--- config.mk ---
export PLATFORM = sky130hd
export DESIGN_NAME = mod_mix_columns_pipe_flat
export DESIGN_NICKNAME = d
export VERILOG_FILES = /design/src/rtl/mod_mix_columns_pipe_if.sv /design/src/rtl/mod_mix_columns_pipe.sv /design/src/flat_wrapper.sv
export SDC_FILE = /design/constraint.sdc
export NUM_CORES = 1
export LEC_CHECK = 0
export BUFFER_PORTS_ARGS = -buffer_cell sky130_fd_sc_hd__clkbuf_2
export CAP_MARGIN = 20
export CORE_MARGIN = 2
export CORE_UTILIZATION = 50
export CTS_BUF_LIST = sky130_fd_sc_hd__clkbuf_8
export DETAILED_ROUTE_END_ITERATION = 16
export GPL_ROUTABILITY_DRIVEN = 0
export PLACE_DENSITY = 0.73
export REMOVE_ABC_BUFFERS = 1
export SYNTH_ARGS = -nofsm -noshare
export SYNTH_HDL_FRONTEND = slang
export SYNTH_SLANG_ARGS = --single-unit
--- constraint.sdc ---
create_clock -name clk -period 2.3 [get_ports clk]
set_input_delay 0.115 -clock clk [delete_from_list [all_inputs] [get_ports clk]]
set_output_delay 0.115 -clock clk [all_outputs]
set_load 0.03 [all_outputs]
--- src/rtl/mod_mix_columns_pipe_if.sv ---
// -----------------------------------------------------------------------------
// mod_mix_columns_pipe_if
//
// Purpose : handshake/data bundle for the MixColumns / InvMixColumns engine.
//           The producer/consumer side uses the master modport, the engine
//           uses the slave modport.
//
// Signals :
//   in_valid   producer -> engine  state/inv are valid
//   in_ready   engine -> producer  engine accepts a new state this cycle
//   state      producer -> engine  16-byte input, byte 4c+r = row r, column c
//   inv        producer -> engine  0 = MixColumns, 1 = InvMixColumns
//   state_out  engine -> consumer  result, same byte ordering
//   out_valid  engine -> consumer  state_out holds a complete result
//   out_ready  consumer -> engine  consumer takes the result
//   busy       engine -> observer  engine is transforming column groups
// -----------------------------------------------------------------------------
interface mod_mix_columns_pipe_if;
   localparam int N = 16;

   logic              in_valid;
   logic              in_ready;
   logic [N-1:0][7:0] state;
   logic              inv;
   logic [N-1:0][7:0] state_out;
   logic              out_valid;
   logic              out_ready;
   logic              busy;

   modport master (
      output in_valid, state, inv, out_ready,
      input  in_ready, state_out, out_valid, busy
   );

   modport slave (
      input  in_valid, state, inv, out_ready,
      output in_ready, state_out, out_valid, busy
   );
endinterface

--- src/rtl/mod_mix_columns_pipe.sv ---
// -----------------------------------------------------------------------------
// mod_mix_columns_pipe
//
// Purpose : AES MixColumns / InvMixColumns engine. A 16-byte state is
//           captured on accept and transformed COLS_PER_CYCLE columns per
//           clock, so area (number of column multipliers) can be traded
//           against latency (4/COLS_PER_CYCLE cycles). A valid/ready
//           handshake on both sides lets encrypt and decrypt round
//           controllers share one instance.
//
// Parameters:
//   COLS_PER_CYCLE  columns transformed per cycle: 1, 2 or 4
//
// Ports:
//   clk    rising-edge clock
//   reset  asynchronous, active-low reset
//   bus    mod_mix_columns_pipe_if.slave (in_valid/in_ready/state/inv,
//          state_out/out_valid/out_ready, busy)
//
// Build option:
//   MIXCOL_INV_EN  when defined, the inverse datapath is built and bus.inv
//                  selects the transform; when undefined, bus.inv is ignored
//                  and the forward transform is always applied.
// -----------------------------------------------------------------------------
module mod_mix_columns_pipe #(
   parameter int COLS_PER_CYCLE = 4
) (
   input  logic                  clk,
   input  logic                  reset,
   mod_mix_columns_pipe_if.slave bus
);

   localparam int N = 16;

   // col_cnt is 2 bits wide; with 4 columns per cycle the step wraps to 0,
   // which makes the single group also the last one.
   localparam logic [1:0] COL_STEP = 2'(COLS_PER_CYCLE);
   localparam logic [1:0] COL_LAST = 2'(4 - COLS_PER_CYCLE);

   if (COLS_PER_CYCLE != 1 && COLS_PER_CYCLE != 2 && COLS_PER_CYCLE != 4) begin : g_bad_cfg
      $error("mod_mix_columns_pipe: COLS_PER_CYCLE must be 1, 2 or 4");
   end

   typedef enum logic [1:0] {
      S_IDLE = 2'd0,
      S_BUSY = 2'd1,
      S_DONE = 2'd2
   } state_e;

   // --------------------------------------------------------------------------
   // GF(2^8) helpers, polynomial 0x11B
   // --------------------------------------------------------------------------
   function automatic logic [7:0] xtime(input logic [7:0] x);
      return {x[6:0], 1'b0} ^ (x[7] ? 8'h1b : 8'h00);
   endfunction

   // Forward column mix; 3a is formed as 2a ^ a.
   function automatic logic [3:0][7:0] mix_fwd(input logic [3:0][7:0] a);
      logic [3:0][7:0] a2;
      logic [3:0][7:0] b;
      for (int r = 0; r < 4; r++) begin
         a2[r] = xtime(a[r]);
      end
      b[0] = a2[0] ^ (a2[1] ^ a[1]) ^ a[2] ^ a[3];
      b[1] = a[0] ^ a2[1] ^ (a2[2] ^ a[2]) ^ a[3];
      b[2] = a[0] ^ a[1] ^ a2[2] ^ (a2[3] ^ a[3]);
      b[3] = (a2[0] ^ a[0]) ^ a[1] ^ a[2] ^ a2[3];
      return b;
   endfunction

`ifdef MIXCOL_INV_EN
   // Inverse column mix; all four coefficients share one xtime chain per byte.
   function automatic logic [3:0][7:0] mix_inv(input logic [3:0][7:0] a);
      logic [3:0][7:0] x2;
      logic [3:0][7:0] x4;
      logic [3:0][7:0] x8;
      logic [3:0][7:0] m9;
      logic [3:0][7:0] mb;
      logic [3:0][7:0] md;
      logic [3:0][7:0] me;
      logic [3:0][7:0] b;
      for (int r = 0; r < 4; r++) begin
         x2[r] = xtime(a[r]);
         x4[r] = xtime(x2[r]);
         x8[r] = xtime(x4[r]);
         m9[r] = x8[r] ^ a[r];
         mb[r] = x8[r] ^ x2[r] ^ a[r];
         md[r] = x8[r] ^ x4[r] ^ a[r];
         me[r] = x8[r] ^ x4[r] ^ x2[r];
      end
      b[0] = me[0] ^ mb[1] ^ md[2] ^ m9[3];
      b[1] = m9[0] ^ me[1] ^ mb[2] ^ md[3];
      b[2] = md[0] ^ m9[1] ^ me[2] ^ mb[3];
      b[3] = mb[0] ^ md[1] ^ m9[2] ^ me[3];
      return b;
   endfunction
`endif

   // --------------------------------------------------------------------------
   // Registers and their next-state values
   // --------------------------------------------------------------------------
   state_e            fsm_q, fsm_d;
   logic [1:0]        col_cnt_q, col_cnt_d;
   logic [N-1:0][7:0] cap_q, cap_d;
   logic [N-1:0][7:0] state_out_q, state_out_d;

   logic              in_ready;
   logic              out_valid;
   logic              busy;
   logic              accept;

   logic [1:0]        col;
   logic [3:0]        col_base;
   logic [3:0][7:0]   col_in;
   logic [3:0][7:0]   col_out;

`ifdef MIXCOL_INV_EN
   logic              inv_q, inv_d;
`else
   // The port stays for interface compatibility but drives nothing.
   logic              inv_unused;
   assign inv_unused = bus.inv;
`endif

   assign accept = bus.in_valid & in_ready;

   // --------------------------------------------------------------------------
   // FSM: state register
   // --------------------------------------------------------------------------
   always_ff @(posedge clk or negedge reset) begin
      if (!reset) begin
         fsm_q <= S_IDLE;
      end else begin
         fsm_q <= fsm_d;
      end
   end

   // --------------------------------------------------------------------------
   // FSM: next state
   // --------------------------------------------------------------------------
   always_comb begin
      fsm_d = fsm_q;
      case (fsm_q)
         S_IDLE: begin
            if (bus.in_valid) begin
               fsm_d = S_BUSY;
            end
         end
         S_BUSY: begin
            if (col_cnt_q == COL_LAST) begin
               fsm_d = S_DONE;
            end
         end
         S_DONE: begin
            // Back-to-back: a waiting input is taken in the same cycle the
            // result is consumed.
            if (bus.out_ready) begin
               fsm_d = bus.in_valid ? S_BUSY : S_IDLE;
            end
         end
         default: fsm_d = S_IDLE;
      endcase
   end

   // --------------------------------------------------------------------------
   // FSM: outputs
   // --------------------------------------------------------------------------
   always_comb begin
      in_ready  = 1'b0;
      out_valid = 1'b0;
      busy      = 1'b0;
      case (fsm_q)
         S_IDLE: in_ready = 1'b1;
         S_BUSY: busy     = 1'b1;
         S_DONE: begin
            out_valid = 1'b1;
            in_ready  = bus.out_ready;
         end
         default: ;
      endcase
   end

   assign bus.in_ready  = in_ready;
   assign bus.out_valid = out_valid;
   assign bus.busy      = busy;
   assign bus.state_out = state_out_q;

   // --------------------------------------------------------------------------
   // Datapath next-state: capture on accept, one column group per BUSY cycle
   // --------------------------------------------------------------------------
   always_comb begin
      cap_d       = cap_q;
      col_cnt_d   = col_cnt_q;
      state_out_d = state_out_q;
      col         = 2'd0;
      col_base    = 4'd0;
      col_in      = '0;
      col_out     = '0;
`ifdef MIXCOL_INV_EN
      inv_d       = inv_q;
`endif

      if (accept) begin
         cap_d     = bus.state;
         col_cnt_d = 2'd0;
`ifdef MIXCOL_INV_EN
         inv_d     = bus.inv;
`endif
      end else if (fsm_q == S_BUSY) begin
         for (int g = 0; g < COLS_PER_CYCLE; g++) begin
            col      = col_cnt_q + 2'(g);
            col_base = {col, 2'b00};
            col_in   = cap_q[col_base +: 4];
`ifdef MIXCOL_INV_EN
            col_out  = inv_q ? mix_inv(col_in) : mix_fwd(col_in);
`else
            col_out  = mix_fwd(col_in);
`endif
            state_out_d[col_base +: 4] = col_out;
         end
         col_cnt_d = col_cnt_q + COL_STEP;
      end
   end

   // --------------------------------------------------------------------------
   // Datapath registers
   // --------------------------------------------------------------------------
   always_ff @(posedge clk or negedge reset) begin
      if (!reset) begin
         col_cnt_q   <= 2'd0;
         cap_q       <= '0;
         state_out_q <= '0;
      end else begin
         col_cnt_q   <= col_cnt_d;
         cap_q       <= cap_d;
         state_out_q <= state_out_d;
      end
   end

`ifdef MIXCOL_INV_EN
   always_ff @(posedge clk or negedge reset) begin
      if (!reset) begin
         inv_q <= 1'b0;
      end else begin
         inv_q <= inv_d;
      end
   end
`endif

endmodule

--- src/flat_wrapper.sv ---
// flat-port wrapper written by rule: the top's interface ports become plain ports
module mod_mix_columns_pipe_flat 
#(
   parameter int COLS_PER_CYCLE = 4
)
  (clk, reset, bus_in_valid, bus_state, bus_inv, bus_out_ready, bus_in_ready, bus_state_out, bus_out_valid, bus_busy);
  mod_mix_columns_pipe_if bus_i ();
  input  logic clk;
  input  logic reset;
  input wire logic [$bits(bus_i.in_valid)-1:0] bus_in_valid;
  input wire logic [$bits(bus_i.state)-1:0] bus_state;
  input wire logic [$bits(bus_i.inv)-1:0] bus_inv;
  input wire logic [$bits(bus_i.out_ready)-1:0] bus_out_ready;
  output wire logic [$bits(bus_i.in_ready)-1:0] bus_in_ready;
  output wire logic [$bits(bus_i.state_out)-1:0] bus_state_out;
  output wire logic [$bits(bus_i.out_valid)-1:0] bus_out_valid;
  output wire logic [$bits(bus_i.busy)-1:0] bus_busy;
  assign bus_i.in_valid = bus_in_valid;
  assign bus_i.state = bus_state;
  assign bus_i.inv = bus_inv;
  assign bus_i.out_ready = bus_out_ready;
  assign bus_in_ready = bus_i.in_ready;
  assign bus_state_out = bus_i.state_out;
  assign bus_out_valid = bus_i.out_valid;
  assign bus_busy = bus_i.busy;
  mod_mix_columns_pipe #(.COLS_PER_CYCLE(COLS_PER_CYCLE)) u_core (.clk(clk), .reset(reset), .bus(bus_i));
endmodule
# Word-level counts from Yosys, hierarchy flattened
# Cells that the tools add are included.
# word_totals
register_bits,260
in_bits,133
out_inout_bits,131
wordCells,229
# op_classes
add_sub_neg,7
eq_ne,5
shifts,68
n_mux,29
bitwise_logic,82
reduce_logical,4
# ops
cell,count
XOR 8 bit,80
bitwise mux 128 bit,4
indexed part select 16 x 5 -> 4 bit,32
indexed part select 4 x 6 -> 16 bit,32
two-way mux 5 bit,16
variable shift 4 x 6 -> 16 bit (first input constant),4
negator 4 -> 6 bit,4
two-way mux 2 bit,4
one-hot mux 2 bit (3 select lines),1
adder 2 bit (second input constant),2
logical NOT 2 bit,2
inequality test 2 bit (second input constant),2
two-way mux 1 bit,3
AND reduction 3 bit,1
adder 2 x 1 -> 2 bit (second input constant),1
equality test 2 x 1 -> 1 bit (second input constant),1
equality test 2 bit (second input constant),1
inequality test 2 x 1 -> 1 bit (second input constant),1
one-hot mux 1 bit (2 select lines),1
AND reduction 2 bit,1
bitwise AND 1 bit,1
inverter 1 bit,1

# Longest topological paths before layout
# logic_depth
word_depth,12
mapped_depth,7
mapped_depth_nobuf,4

# Least setup slack after synthesis
# No wires, ideal clock.
# synth_timing
path_type,flip-flop to flip-flop
start,register u_core.fsm_q[1]
end,register u_core.cap_q[100] (netlist bit)
setup_time_ns,0.125
t_arrival_ns,1.802
required_ns,2.175
slack_ns,0.373
stages_incl_launch_ff,6
n_path_buf,2
period_less_slack_ns,1.927
path_cell_list,dfrtp_1 -> a21oi_1 -> and2_1 -> buf_4 -> buf_6 -> mux2_2
# synth_via
elab_chain_len,3
word_cells_on_any_way,4
classes_between,eq/ne (1); mux (1); bitwise (1); reduce/logical (1)
# synth_rtl
element,line_no,source
start: declaration,mod_mix_columns_pipe.sv:102,"state_e fsm_q, fsm_d;"
start signal: assignment,mod_mix_columns_pipe.sv:134,fsm_q <= fsm_d;
equality test 2 bit or logical NOT 2 bit (tied branches),mod_mix_columns_pipe.sv:172,case (fsm_q)
one-hot mux 1 bit (2 select lines) *,mod_mix_columns_pipe.sv:172,
via bus_in_ready,flat_wrapper.sv:14,output wire logic [$bits(bus_i.in_ready)-1:0] bus_in_ready;
bitwise AND 1 bit *,mod_mix_columns_pipe.sv:125,assign accept = bus.in_valid & in_ready;
end signal: assignment,mod_mix_columns_pipe.sv:235,cap_q <= cap_d;
end: declaration,mod_mix_columns_pipe.sv:104,"logic [N-1:0][7:0] cap_q, cap_d;"
# The timed path passes the listed nets; every way through them passes the cells marked *.
# A chain may end at the register's enable or synchronous reset.

# Final worst setup path
# layout_timing
start,register u_core.fsm_q[1]
end,output bus_busy
# layout_via
elab_chain_len,2
# layout_rtl
element,line_no,source
equality test 2 x 1 -> 1 bit,mod_mix_columns_pipe.sv:172,
two-way mux 1 bit,mod_mix_columns_pipe.sv:172,
end: declaration,flat_wrapper.sv:17,output wire logic [$bits(bus_i.busy)-1:0] bus_busy;
# No other way between the ends.

==> results_dict.tcl <==
set metrics [dict create \
    path_clk_slew_ns 0.06 \
    synthCells 1156 \
    routed_wl_mm 30.1 \
    cp-startpoint "u_core.fsm_q[1]" \
    fin_cells 1904 \
    start_util_pct 50.9 \
    maxCapViolations 0 \
    p_per_area_mw_per_mm2 1480 \
    synth_async_sr_flop_share_pct 100 \
    hold_violations 0 \
    grt_pass1_wl_mm 50.1 \
    syn-cell-area_mm2 0.0137 \
    cts_made_buffers 45 \
    criticalPathCategory "flip-flop to output pin" \
    rr_worst_depth 4 \
    ant_nets 0 \
    skew_ns 0.0128 \
    first_pass_iters 4 \
    avgViaCountPerCell 4.84 \
    grt_max_degree 91 \
    arrival_ns 1.78 \
    worstSetupEndpointType "output pin" \
    rrSetupSlack_ns 0.42 \
    worst_pin_slew_ns 0.546 \
    setup_viol 0 \
    drc 0 \
    reg2reg_from "u_core.fsm_q[0]" \
    post-route-util_pct 64.3 \
    synth.yosys.seq_area_share_pct 47.2 \
    endpoint "bus_busy" \
    clock-sinks 258 \
    ys.flop_type "dfrtp_1" \
    startpoint_type "flip-flop" \
    die_width_um 169 \
    vias 9213 \
    hold_class "primary input to asynchronous set/reset pin" \
    coreArea_mm2 0.0269 \
    clock-root-buffer "clkbuf_8" \
    antenna_found_initial 0 \
    finalCritPeriodShare_pct 82.2 \
    cp_data_required_time_ns 2.18 \
    yosys_warnings 0 \
    rsz0062_at_grt "no" \
    nNetsFinal 1666 \
    post-cts-setup-buffers 0 \
    grt_pass1_vias 9837 \
    pin_count 264 \
    power_uw 25600 \
    wl_per_cell_um 15.8 \
    synth_edf_count 0 \
    area_growth_pct 26.3 \
    syn_area_per_cell_um2 11.8 \
    overflow 0 \
    dp.cells 1697 \
    hpwl_mm 20.4 \
    track_usage_pct 21.6 \
    dieArea_mm2 0.0287 \
    slew_headroom_pct 63.6 \
    layout_common_cells "334 x xnor2_1, 261 x clkbuf_2, 258 x dfrtp_1" \
    first_iter_violations 367 \
    slew_violations 0 \
    path_max_fanout 34 \
    status "complete, no violations" \
    final_common_cell "xnor2_1" \
    synth-seq-cells 258 \
    yosysUniqueCellTypes 24 \
    port_buffers 262 \
    clockBufferDepth 3 \
    htreeDepth 2 \
    fin_crit_ns 1.89 \
    reg2reg_to "u_core.cap_q[102]" \
    ir_drop_mv 0.821 \
    cts_tree "yes" \
    drive_gt1_share_pct 32.2 \
    max_freq_mhz 529 \
    die_y_um 169 \
    clk_latency_ns 0.54 \
    antenna_cells 0 \
    rows 60 \
    power_leakage_uw 0.00757 \
]
## routing by layer
layer  routed length [um]  part of all wire, %  vias to the layer above  global-route usage [%]
li1                     -                    -                     4463                       -
met1                12900                   43                     4452                    27.3
met2                14700                   49                      235                    37.0
met3                 1580                  5.2                       63                    4.66
met4                  899                  3.0                        0                    7.40
met5                    0                    0                        -                       0
## per-stage QoR
step / instance area [um^2] / TNS [ns] / hold slack (ns) / worst slack (ns)
CTS: 17300 / 0 / 0.0763 / 0.372
floorplan: 13200 / -656.12 / -0.181 / -4.05
global placement: 15100 / 0 / 0.0646 / 0.507
finish: 17300 / 0 / 0.134 / 0.409
detailed placement: 15100 / 0 / 0.0734 / 0.456
global route: 17300 / 0 / 0.149 / 0.308
## cell type report
type	count	area (um^2)
Tap cell	341	427
Timing Repair Buffer	404	2810
Clock inverter	22	88.8
Fill cell	2060	9610
Sequential cell	258	6460
Inverter	2	7.51
Multi-Input combinational cell	822	6720
Clock buffer	55	757
## worst max-delay path, stage by stage, from the launching register on
cell and delay, ns:
dfrtp_1 0.39, nand2b_4 0.35, inv_1 0.25, clkbuf_2 0.24
## worst min-delay path by stage
stage / start / end / slack, ns / cells after the start
floorplan: reset / u_core.bus.state_out[0] / -0.18 / 0
CTS: reset / u_core.bus.state_out[26] / 0.08 / 2
global placement: reset / u_core.bus.state_out[92] / 0.06 / 1
finish: reset / u_core.cap_q[68] / 0.13 / 2
detailed placement: reset / u_core.bus.state_out[92] / 0.07 / 1
global route: reset / u_core.bus.state_out[26] / 0.15 / 2
## cell usage after synthesis, types with 2 or more instances
master    instances  area (um^2)
clkbuf_1         15         56.3
o21ai_2           7         61.3
buf_2            18         90.1
inv_1             2         7.51
nand2_1         126          473
buf_1             2         7.51
xor2_2           21          342
xnor2_1         334         2930
dfrtp_1         258         6460
buf_4            24          180
buf_6            14          158
o21ai_1          15         75.1
xor2_1           69          604
xnor2_2           8          130
mux2_2          130         1460
xor2_4            2         55.1
o21ai_0         104          521
## what timing repair did
item,4_1_cts,5_1_grt
gates resized for setup,0,0
hold buffers,130,0
hold endpoints to repair,387,0
setup endpoints to repair,0,0
## where the power goes
group / total (uW) / switching, uW / internal, uW / leakage, uW
sequential: 8030 / 1800 / 6230 / 0.00310
clock: 3940 / 1810 / 2140 / 0.000505
combinational: 13600 / 7280 / 6310 / 0.00396
total: 25600 / 10900 / 14700 / 0.00757
## cells by family (layout without fill, tap and decap cells)
kind of cell / Yosys count / in the layout / share of synthesized area (%)
AO/OA/AOI/OAI: 128 / 128 / 4.90
multiplexers: 130 / 130 / 10.7
flip-flops: 258 / 258 / 47.2
AND/OR/NAND/NOR: 129 / 129 / 3.60
XOR/XNOR: 435 / 435 / 29.9
buffers and inverters: 76 / 483 / 3.69
## registers in the layout, indices dropped and copies added (netlist names)
name / flops
u_core.cap_q: 128
u_core.fsm_q: 2
u_core.bus.state_out: 128
Note: power is estimated with default switching activity, not from simulation.
